$ cat src/rtl/clusterop_mac_pkg.sv
// ============================================================================
// Module      : clusterop_mac_pkg
// Description : Shared types and width/saturation helpers for the MAC pipe.
// Revision    : 1.0 - initial release
// ============================================================================
`default_nettype none

package clusterop_mac_pkg;

  // Group sideband that travels with every beat through the pipe.
  typedef struct packed {
    logic first;
    logic last;
  } mac_flags_t;

  // An unsigned b operand gains one zero bit so the multiply can stay signed.
  function automatic int full_prod_w(input int a_w, input int b_w, input int b_signed);
    return a_w + b_w + ((b_signed != 0) ? 0 : 1);
  endfunction

  function automatic longint sat_max(input int w);
    return (64'sd1 <<< (w - 1)) - 64'sd1;
  endfunction

  function automatic longint sat_min(input int w);
    return -(64'sd1 <<< (w - 1));
  endfunction

endpackage

`default_nettype wire

$ cat src/rtl/clusterop_mac_stage.sv
// ============================================================================
// Module      : clusterop_mac_stage
// Description : One stall-able pipeline register holding {valid, data, flags}.
// Revision    : 1.0 - initial release
// ============================================================================
`default_nettype none

module clusterop_mac_stage
  import clusterop_mac_pkg::*;
#(
  parameter int DATA_W = 23
) (
  input  logic              clk,
  input  logic              reset,
  input  logic              stall,
  input  logic              in_valid,
  input  logic [DATA_W-1:0] in_data,
  input  mac_flags_t        in_flags,
  output logic              out_valid,
  output logic [DATA_W-1:0] out_data,
  output mac_flags_t        out_flags
);

  logic              r_valid;
  logic [DATA_W-1:0] r_data;
  mac_flags_t        r_flags;

  always_ff @(posedge clk or negedge reset) begin
    if (!reset) begin
      r_valid <= 1'b0;
      r_data  <= '0;
      r_flags <= '0;
    end else if (!stall) begin
      r_valid <= in_valid;
      r_data  <= in_data;
      r_flags <= in_flags;
    end
  end

  assign out_valid = r_valid;
  assign out_data  = r_data;
  assign out_flags = r_flags;

endmodule

`default_nettype wire

$ cat src/rtl/clusterop_mac_pipe.sv
// ============================================================================
// Module      : clusterop_mac_pipe
// Description : Pipelined signed x (un)signed multiply with grouped accumulate;
//               define CLUSTEROP_MAC_SAT_EN for a saturating accumulator.
// Revision    : 1.0 - initial release
// ============================================================================
`default_nettype none

module clusterop_mac_pipe
  import clusterop_mac_pkg::*;
#(
  parameter int A_W       = 13,
  parameter int B_W       = 9,
  parameter int B_SIGNED  = 0,
  parameter int P_W       = 13,
  parameter int ACC_W     = 24,
  parameter int NUM_STAGE = 4
) (
  input  logic                 clk,
  input  logic                 reset,
  input  logic                 in_valid,
  output logic                 in_ready,
  input  logic signed [A_W-1:0] din0,
  input  logic [B_W-1:0]       din1,
  input  logic                 in_first,
  input  logic                 in_last,
  output logic                 out_valid,
  input  logic                 out_ready,
  output logic [P_W-1:0]       dout,
  output logic                 acc_valid,
  output logic [ACC_W-1:0]     acc_out,
  output logic                 acc_ovf
);

  localparam int c_PROD_W = full_prod_w(A_W, B_W, B_SIGNED);
  localparam int c_BX_W   = c_PROD_W - A_W;
  localparam int c_LAST   = NUM_STAGE - 1;

  logic                 w_stall;
  logic [c_BX_W-1:0]    w_b_ext;
  logic [c_PROD_W-1:0]  w_stage_d [NUM_STAGE];
  logic [c_PROD_W-1:0]  w_stage_q [NUM_STAGE];
  logic                 w_vld_d   [NUM_STAGE];
  logic                 w_vld_q   [NUM_STAGE];
  mac_flags_t           w_flg_d   [NUM_STAGE];
  mac_flags_t           w_flg_q   [NUM_STAGE];

  assign w_stall  = out_valid & ~out_ready;
  assign in_ready = ~w_stall;

  generate
    if (B_SIGNED != 0) begin : g_b_signed
      assign w_b_ext = din1;
    end else begin : g_b_unsigned
      assign w_b_ext = {1'b0, din1};
    end
  endgenerate

  // Stage 0 carries {a, b_ext}, which is exactly one product width wide.
  logic signed [A_W-1:0]      w_op_a;
  logic signed [c_BX_W-1:0]   w_op_b;
  logic signed [c_PROD_W-1:0] w_op_a_ext;
  logic signed [c_PROD_W-1:0] w_op_b_ext;
  logic signed [c_PROD_W-1:0] w_prod;

  assign {w_op_a, w_op_b} = w_stage_q[0];
  assign w_op_a_ext = {{c_BX_W{w_op_a[A_W-1]}}, w_op_a};
  assign w_op_b_ext = {{A_W{w_op_b[c_BX_W-1]}}, w_op_b};
  assign w_prod     = w_op_a_ext * w_op_b_ext;

  generate
    for (genvar i = 0; i < NUM_STAGE; i++) begin : g_stage
      if (i == 0) begin : g_in
        assign w_vld_d[i]   = in_valid & in_ready;
        assign w_stage_d[i] = {din0, w_b_ext};
        assign w_flg_d[i]   = {in_first, in_last};
      end else begin : g_chain
        assign w_vld_d[i] = w_vld_q[i-1];
        assign w_flg_d[i] = w_flg_q[i-1];
        if (i == 1) begin : g_mul
          assign w_stage_d[i] = w_prod;
        end else begin : g_dly
          assign w_stage_d[i] = w_stage_q[i-1];
        end
      end

      clusterop_mac_stage #(
        .DATA_W (c_PROD_W)
      ) u_stage (
        .clk       (clk),
        .reset     (reset),
        .stall     (w_stall),
        .in_valid  (w_vld_d[i]),
        .in_data   (w_stage_d[i]),
        .in_flags  (w_flg_d[i]),
        .out_valid (w_vld_q[i]),
        .out_data  (w_stage_q[i]),
        .out_flags (w_flg_q[i])
      );
    end
  endgenerate

  logic [c_PROD_W-1:0]     w_out_prod;
  mac_flags_t              w_out_flg;
  logic signed [ACC_W-1:0] w_prod_acc;

  assign out_valid  = w_vld_q[c_LAST];
  assign w_out_prod = w_stage_q[c_LAST];
  assign w_out_flg  = w_flg_q[c_LAST];
  assign acc_valid  = out_valid & w_out_flg.last;

  generate
    if (P_W > c_PROD_W) begin : g_dout_sext
      assign dout = {{(P_W - c_PROD_W){w_out_prod[c_PROD_W-1]}}, w_out_prod};
    end else begin : g_dout_trunc
      assign dout = w_out_prod[P_W-1:0];
    end

    if (ACC_W > c_PROD_W) begin : g_pacc_sext
      assign w_prod_acc = {{(ACC_W - c_PROD_W){w_out_prod[c_PROD_W-1]}}, w_out_prod};
    end else begin : g_pacc_trunc
      assign w_prod_acc = w_out_prod[ACC_W-1:0];
    end
  endgenerate

  logic                    w_out_fire;
  logic signed [ACC_W-1:0] r_acc;
  logic signed [ACC_W-1:0] w_base;
  logic signed [ACC_W-1:0] w_sum;

  assign w_out_fire = out_valid & out_ready;
  assign w_base     = w_out_flg.first ? '0 : r_acc;

`ifdef CLUSTEROP_MAC_SAT_EN
  localparam logic signed [ACC_W-1:0] c_SAT_MAX = ACC_W'(sat_max(ACC_W));
  localparam logic signed [ACC_W-1:0] c_SAT_MIN = ACC_W'(sat_min(ACC_W));

  logic [ACC_W:0] w_sum_wide;
  logic           w_ovf_now;
  logic           r_ovf;

  // One guard bit: overflow shows up as disagreement between the top two bits.
  assign w_sum_wide = {w_base[ACC_W-1], w_base} + {w_prod_acc[ACC_W-1], w_prod_acc};
  assign w_ovf_now  = w_sum_wide[ACC_W] ^ w_sum_wide[ACC_W-1];
  assign w_sum      = !w_ovf_now ? w_sum_wide[ACC_W-1:0]
                    : (w_sum_wide[ACC_W] ? c_SAT_MIN : c_SAT_MAX);
  assign acc_ovf    = r_ovf | w_ovf_now;

  always_ff @(posedge clk or negedge reset) begin
    if (!reset) begin
      r_ovf <= 1'b0;
    end else if (w_out_fire) begin
      r_ovf <= w_out_flg.last ? 1'b0 : acc_ovf;
    end
  end
`else
  assign w_sum   = w_base + w_prod_acc;
  assign acc_ovf = 1'b0;
`endif

  assign acc_out = w_sum;

  always_ff @(posedge clk or negedge reset) begin
    if (!reset) begin
      r_acc <= '0;
    end else if (w_out_fire) begin
      r_acc <= w_out_flg.last ? '0 : w_sum;
    end
  end

endmodule

`default_nettype wire

$ cat config.mk
export PLATFORM = sky130hd
export DESIGN_NAME = clusterop_mac_pipe
export DESIGN_NICKNAME = d
export VERILOG_FILES = /design/src/rtl/clusterop_mac_pkg.sv /design/src/rtl/clusterop_mac_stage.sv /design/src/rtl/clusterop_mac_pipe.sv
export SDC_FILE = /design/constraint.sdc
export NUM_CORES = 1
export LEC_CHECK = 0
export BUFFER_PORTS_ARGS = -buffer_cell sky130_fd_sc_hd__buf_2
export CORE_ASPECT_RATIO = 1.5
export CORE_UTILIZATION = 50
export DETAILED_ROUTE_END_ITERATION = 6
export PLACE_DENSITY = 0.7
export SLEW_MARGIN = 20
export SYNTH_ARGS = -nofsm -noshare
export SYNTH_HDL_FRONTEND = slang
export SYNTH_SLANG_ARGS = --single-unit
$ cat constraint.sdc
create_clock -name clk -period 5.71 [get_ports clk]
set_input_delay 0.8565 -clock clk [delete_from_list [all_inputs] [get_ports clk]]
set_output_delay 0.8565 -clock clk [all_outputs]
set_load 0.1 [all_outputs]
# Word-level counts from Yosys, hierarchy flattened
# Index checks and enable logic that the tools add are counted.
# totals
register_bits	127
out_inout_bits	41
# op_classes
muxes	2
mul	1
add_sub_neg	1
bitwise_logic	6
# ops
cell	count
2-to-1 mux 24 bit	2
adder 24 x 23 -> 24 bit	1
multiplier 13 x 10 -> 23 bit	1
AND 1 bit	4
NOT 1 bit	2

# Logic depth before layout (Yosys ltp)
# depth
word_depth	4
ltp_mapped	21
depth_no_buf	20

# Modules after synthesis
# Synthesis repeated with hierarchy kept, for this count alone.
# unflattened
cells_unflattened	1093
hier_area_um2	11651.2
# modules_own_cells
mod	cells_per_inst	n_inst	area_per_inst_um2
clusterop_mac_pipe	873	1	7372.1
clusterop_mac_stage	55	4	1069.8

# Worst setup path before layout
# Ideal clock, no wire load.
# synth_path
kind	reg-to-reg
start	reg g_stage[0].u_stage.r_data[1]
end	reg g_stage[1].u_stage.r_data[20]
n_path_buf	1
synth_period_minus_slack_ns	5.399
setup_slack_ns	0.311
t_arrival_ns	5.303
stages_incl_launch_ff	19
cell_sequence	dfrtp_1 -> clkbuf_1 -> nand2_1 -> fa_1 -> inv_1 -> fa_1 -> fa_1 -> fa_1 -> inv_1 -> fa_1 -> inv_1 -> ha_1 -> a2111o_1 -> o21a_2 -> a41oi_2 -> a21oi_2 -> o211a_1 -> o21a_1 -> o31ai_1
# synth_between
elab_chain_len	1
# synth_lines
item	line	source
from (decl)	clusterop_mac_stage.sv:25	logic [DATA_W-1:0] r_data;
from (signal assigned)	clusterop_mac_stage.sv:35	r_data <= in_data;
multiplier 13 x 10 -> 23 bit	clusterop_mac_pipe.sv:69	assign w_prod = w_op_a_ext * w_op_b_ext;
to (signal assigned)	clusterop_mac_stage.sv:35	
to (decl)	clusterop_mac_stage.sv:25	
# No other way between the ends.
# A chain may end at the register's enable or synchronous reset.

# Worst setup path after layout
# layout_path
start	reg g_stage[0].u_stage.r_data[16]
end	reg g_stage[1].u_stage.r_data[18]
# The elaborated chain is that of the path after synthesis.

==> flow_summary.toml <==
[run_status]
outcome = "completed"

[floorplanning]
die_x_um = 121.1
io_pins = 69
start_util = 0.5072
die_h_um = 180.7
row_count = 65
core-area_mm2 = 0.02098
fp.dieArea_mm2 = 0.02188

[synth]
synth_fa_ha_area_frac = 0.2789
synth_cell_types = 64
syn_inst = 1205
synth_top_area_cell = "dfrtp_1"
avgSynthCellArea_um2 = 8.832
synth_warnings = 0
yosysSeqAreaShare = 0.2986
synth_area_leaders = "dfrtp_1 (30%), fa_1 (19%), nand2_1 (12%)"
synthXorXnorAreaFrac = 0.02880
async_flop_share = 1.000
synth_top_flop_cell = "dfrtp_1"
synth_fp_nets = 1409
syn_area_mm2 = 0.01064
synth-seq-cells = 127
synth_compound_area_frac = 0.1044
synthSimpleGateAreaFrac = 0.2096
netlist.area_leader.share = 0.2986
synthMuxAreaShare = 0.0009405
synth_top_family_by_area = "adder cells"
synth_edf_count = 0

[critical_path]
path_buf_inv = 3
crit_required_ns = 6.02
cp_common_cell = "fa_1"
worstRegToRegCells = 17
crit_chain = "nand2_1 > fa_1 > inv_1 > fa_1 > fa_1 > fa_1 > inv_1 > fa_1 > inv_1 > ha_1 > a2111o_1 > o21a_2 > a41oi_2 > a21oi_2 > o21a_1 > o21a_1 > o31ai_1"
max_stage_delay_ns = 0.53
cp-start-kind = "register"
end_kind = "register"
reg2reg_from = "g_stage[0].u_stage.out_data[16]"
worstPathArrival_ns = 5.86
timing.rr.end = "g_stage[1].u_stage.out_data[18]"
path_max_fanout = 10
path_delay_family = "adder cells"
crit_type = "register to register"
r2r_slack_ns = 0.16
slowest_stage = "fa_1"

[routing]
detail_route.vias_per_cell = 5.080
drtIter0Drc = 284
dr.pass1.iters = 4
wl_per_cell_um = 14.36
drt_wl_total_um = 21920
num_vias = 7752
antenna_left = 0
drc = 0

[cts]
htreeDepth = 4
cts_buffers = 17
holdBufCountCts = 0
clock_path_buffers = 2
cts_tree = "done"
worstSkewPairLatency_ns = 0.43
numClockSinks = 127
cts-root-buf = "clkbuf_16"
clk_pin_slew_worst_paths_ns = 0.07

[final_layout]
layout-area-overhead-vs-synth_pct = 10.85
fin_nets = 1450
final_common_cell = "nand2_1"
multiInputGateArea_mm2 = 0.006651
regArea_mm2 = 0.003188
drive_above_1_share = 0.1161
antenna_cells = 0
final_cell_mix = "nand2_1 (345), inv_1 (143), dfrtp_1 (119)"
n_fill_cell = 1926

[sta]
setup_violations = 0
finClkSkew_ns = 0.01416
fmax_ghz = 0.1803
fin_hold_ws_ns = 0.3172
hold_viol = 0
final-max-slew-violation-count = 0
timing.final.crit_share = 0.9715
tightest_slew_ns = 0.9031
relSlewSlack = 0.3967
fin_crit_ns = 5.548

[global_routing]
antenna_found_initial = 0
grt_pass1_vias = 7897
grt_max_degree = 82
grtUsageMet1 = 0.2560
grt_pass1_wl_um = 37230
use_met3 = 0.03228
grt_usage = 0.2154
busiest_layer = "met2"
met2_usage = 0.3902
grt_overflow = 0

[placement]
gp_congestion = 0.8859
place_hpwl_um = 16300
port_buffers = 67

[min_path]
min_path_type = "input port to asynchronous set/reset pin"

[flow_run]
cap_violations = 0
==> how the worst max path moves through the flow <==
stage,endpoint,slack [ns],cells after the start,from
floorplan,g_stage[1].u_stage.out_data[20],0.31,18,g_stage[0].u_stage.out_data[1]
global placement,g_stage[1].u_stage.out_data[22],0.17,17,g_stage[0].u_stage.out_data[4]
detailed placement,g_stage[1].u_stage.out_data[22],0.03,18,g_stage[0].u_stage.out_data[4]
CTS,g_stage[1].u_stage.out_data[22],0.05,18,g_stage[0].u_stage.out_data[4]
global route,g_stage[1].u_stage.out_data[18],-0.03,17,g_stage[0].u_stage.out_data[16]
finish,g_stage[1].u_stage.out_data[18],0.16,17,g_stage[0].u_stage.out_data[16]
==> cells in the mapped netlist (all sizes together) (4+ instances only) <==
master	number
nand2	345
a21oi	35
nor3	9
inv	144
o21ai	31
clkbuf	47
nor4	4
xnor2	20
a211oi	9
xor2	15
nand2b	9
nand3	9
nor2	21
a22o	18
nor2b	28
and2	61
buf	17
o21a	7
or3	6
fa	102
ha	74
dfrtp	127
a21o	14
o31ai	8
o21bai	4
==> routing by layer <==
metal / share of wire / routed length [um] / up-vias
met5: 0 / 0 / -
met3: 0.024 / 520 / 25
met1: 0.42 / 9255 / 3714
met2: 0.54 / 11810 / 117
met4: 0.015 / 332 / 0
li1: - / - / 3896
==> layout make-up <==
| class | count | area share |
|---|---|---|
| clock buffer | 17 | 0.03606 |
| clock inverter | 14 | 0.01326 |
| inverter | 144 | 0.04582 |
| multi-input combinational | 870 | 0.5638 |
| sequential | 127 | 0.2702 |
| tap | 268 | 0.02842 |
| timing repair buffer | 86 | 0.04242 |
==> registers in the layout, summed over array words and instances, names as in the netlist <==
name	count
g_stage.u_stage.out_data	91
g_stage.u_stage.out_flags	8
r_acc	24
g_stage.u_stage.out_valid	4
==> logic make-up after synthesis <==
kind of cell	Yosys count
other	1
multiplexers	1
buffers and inverters	208
flip-flops	127
XOR/XNOR	35
AO/OA/AOI/OAI	154
AND/OR/NAND/NOR	503
adder cells (fa/ha/maj)	176
==> timing repair <==
| item | 4_1_cts | 5_1_grt |
|---|---|---|
| endpoints found under the setup margin | 0 | 4 |
| setup buffers | 0 | 2 |
| resized for setup | 0 | 11 |
==> stage by stage <==
stage          setup WS, ns  cell area, um2  instances  setup TNS [ns]  utilization
4_1_cts             0.04782           11730       1523               0       0.5591
5_1_grt            -0.02686           11800       1526        -0.04208       0.5623
6_report             0.1625           11800       1526               0       0.5623
2_1_floorplan        0.3112           10640       1205               0            -
3_3_place_gp         0.1686           11150       1492               0       0.5314
3_5_place_dp        0.02891           11150       1492               0       0.5314
Power is not shown: default switching activity piles up to over one toggle a cycle in this logic, so the estimate is an artifact.
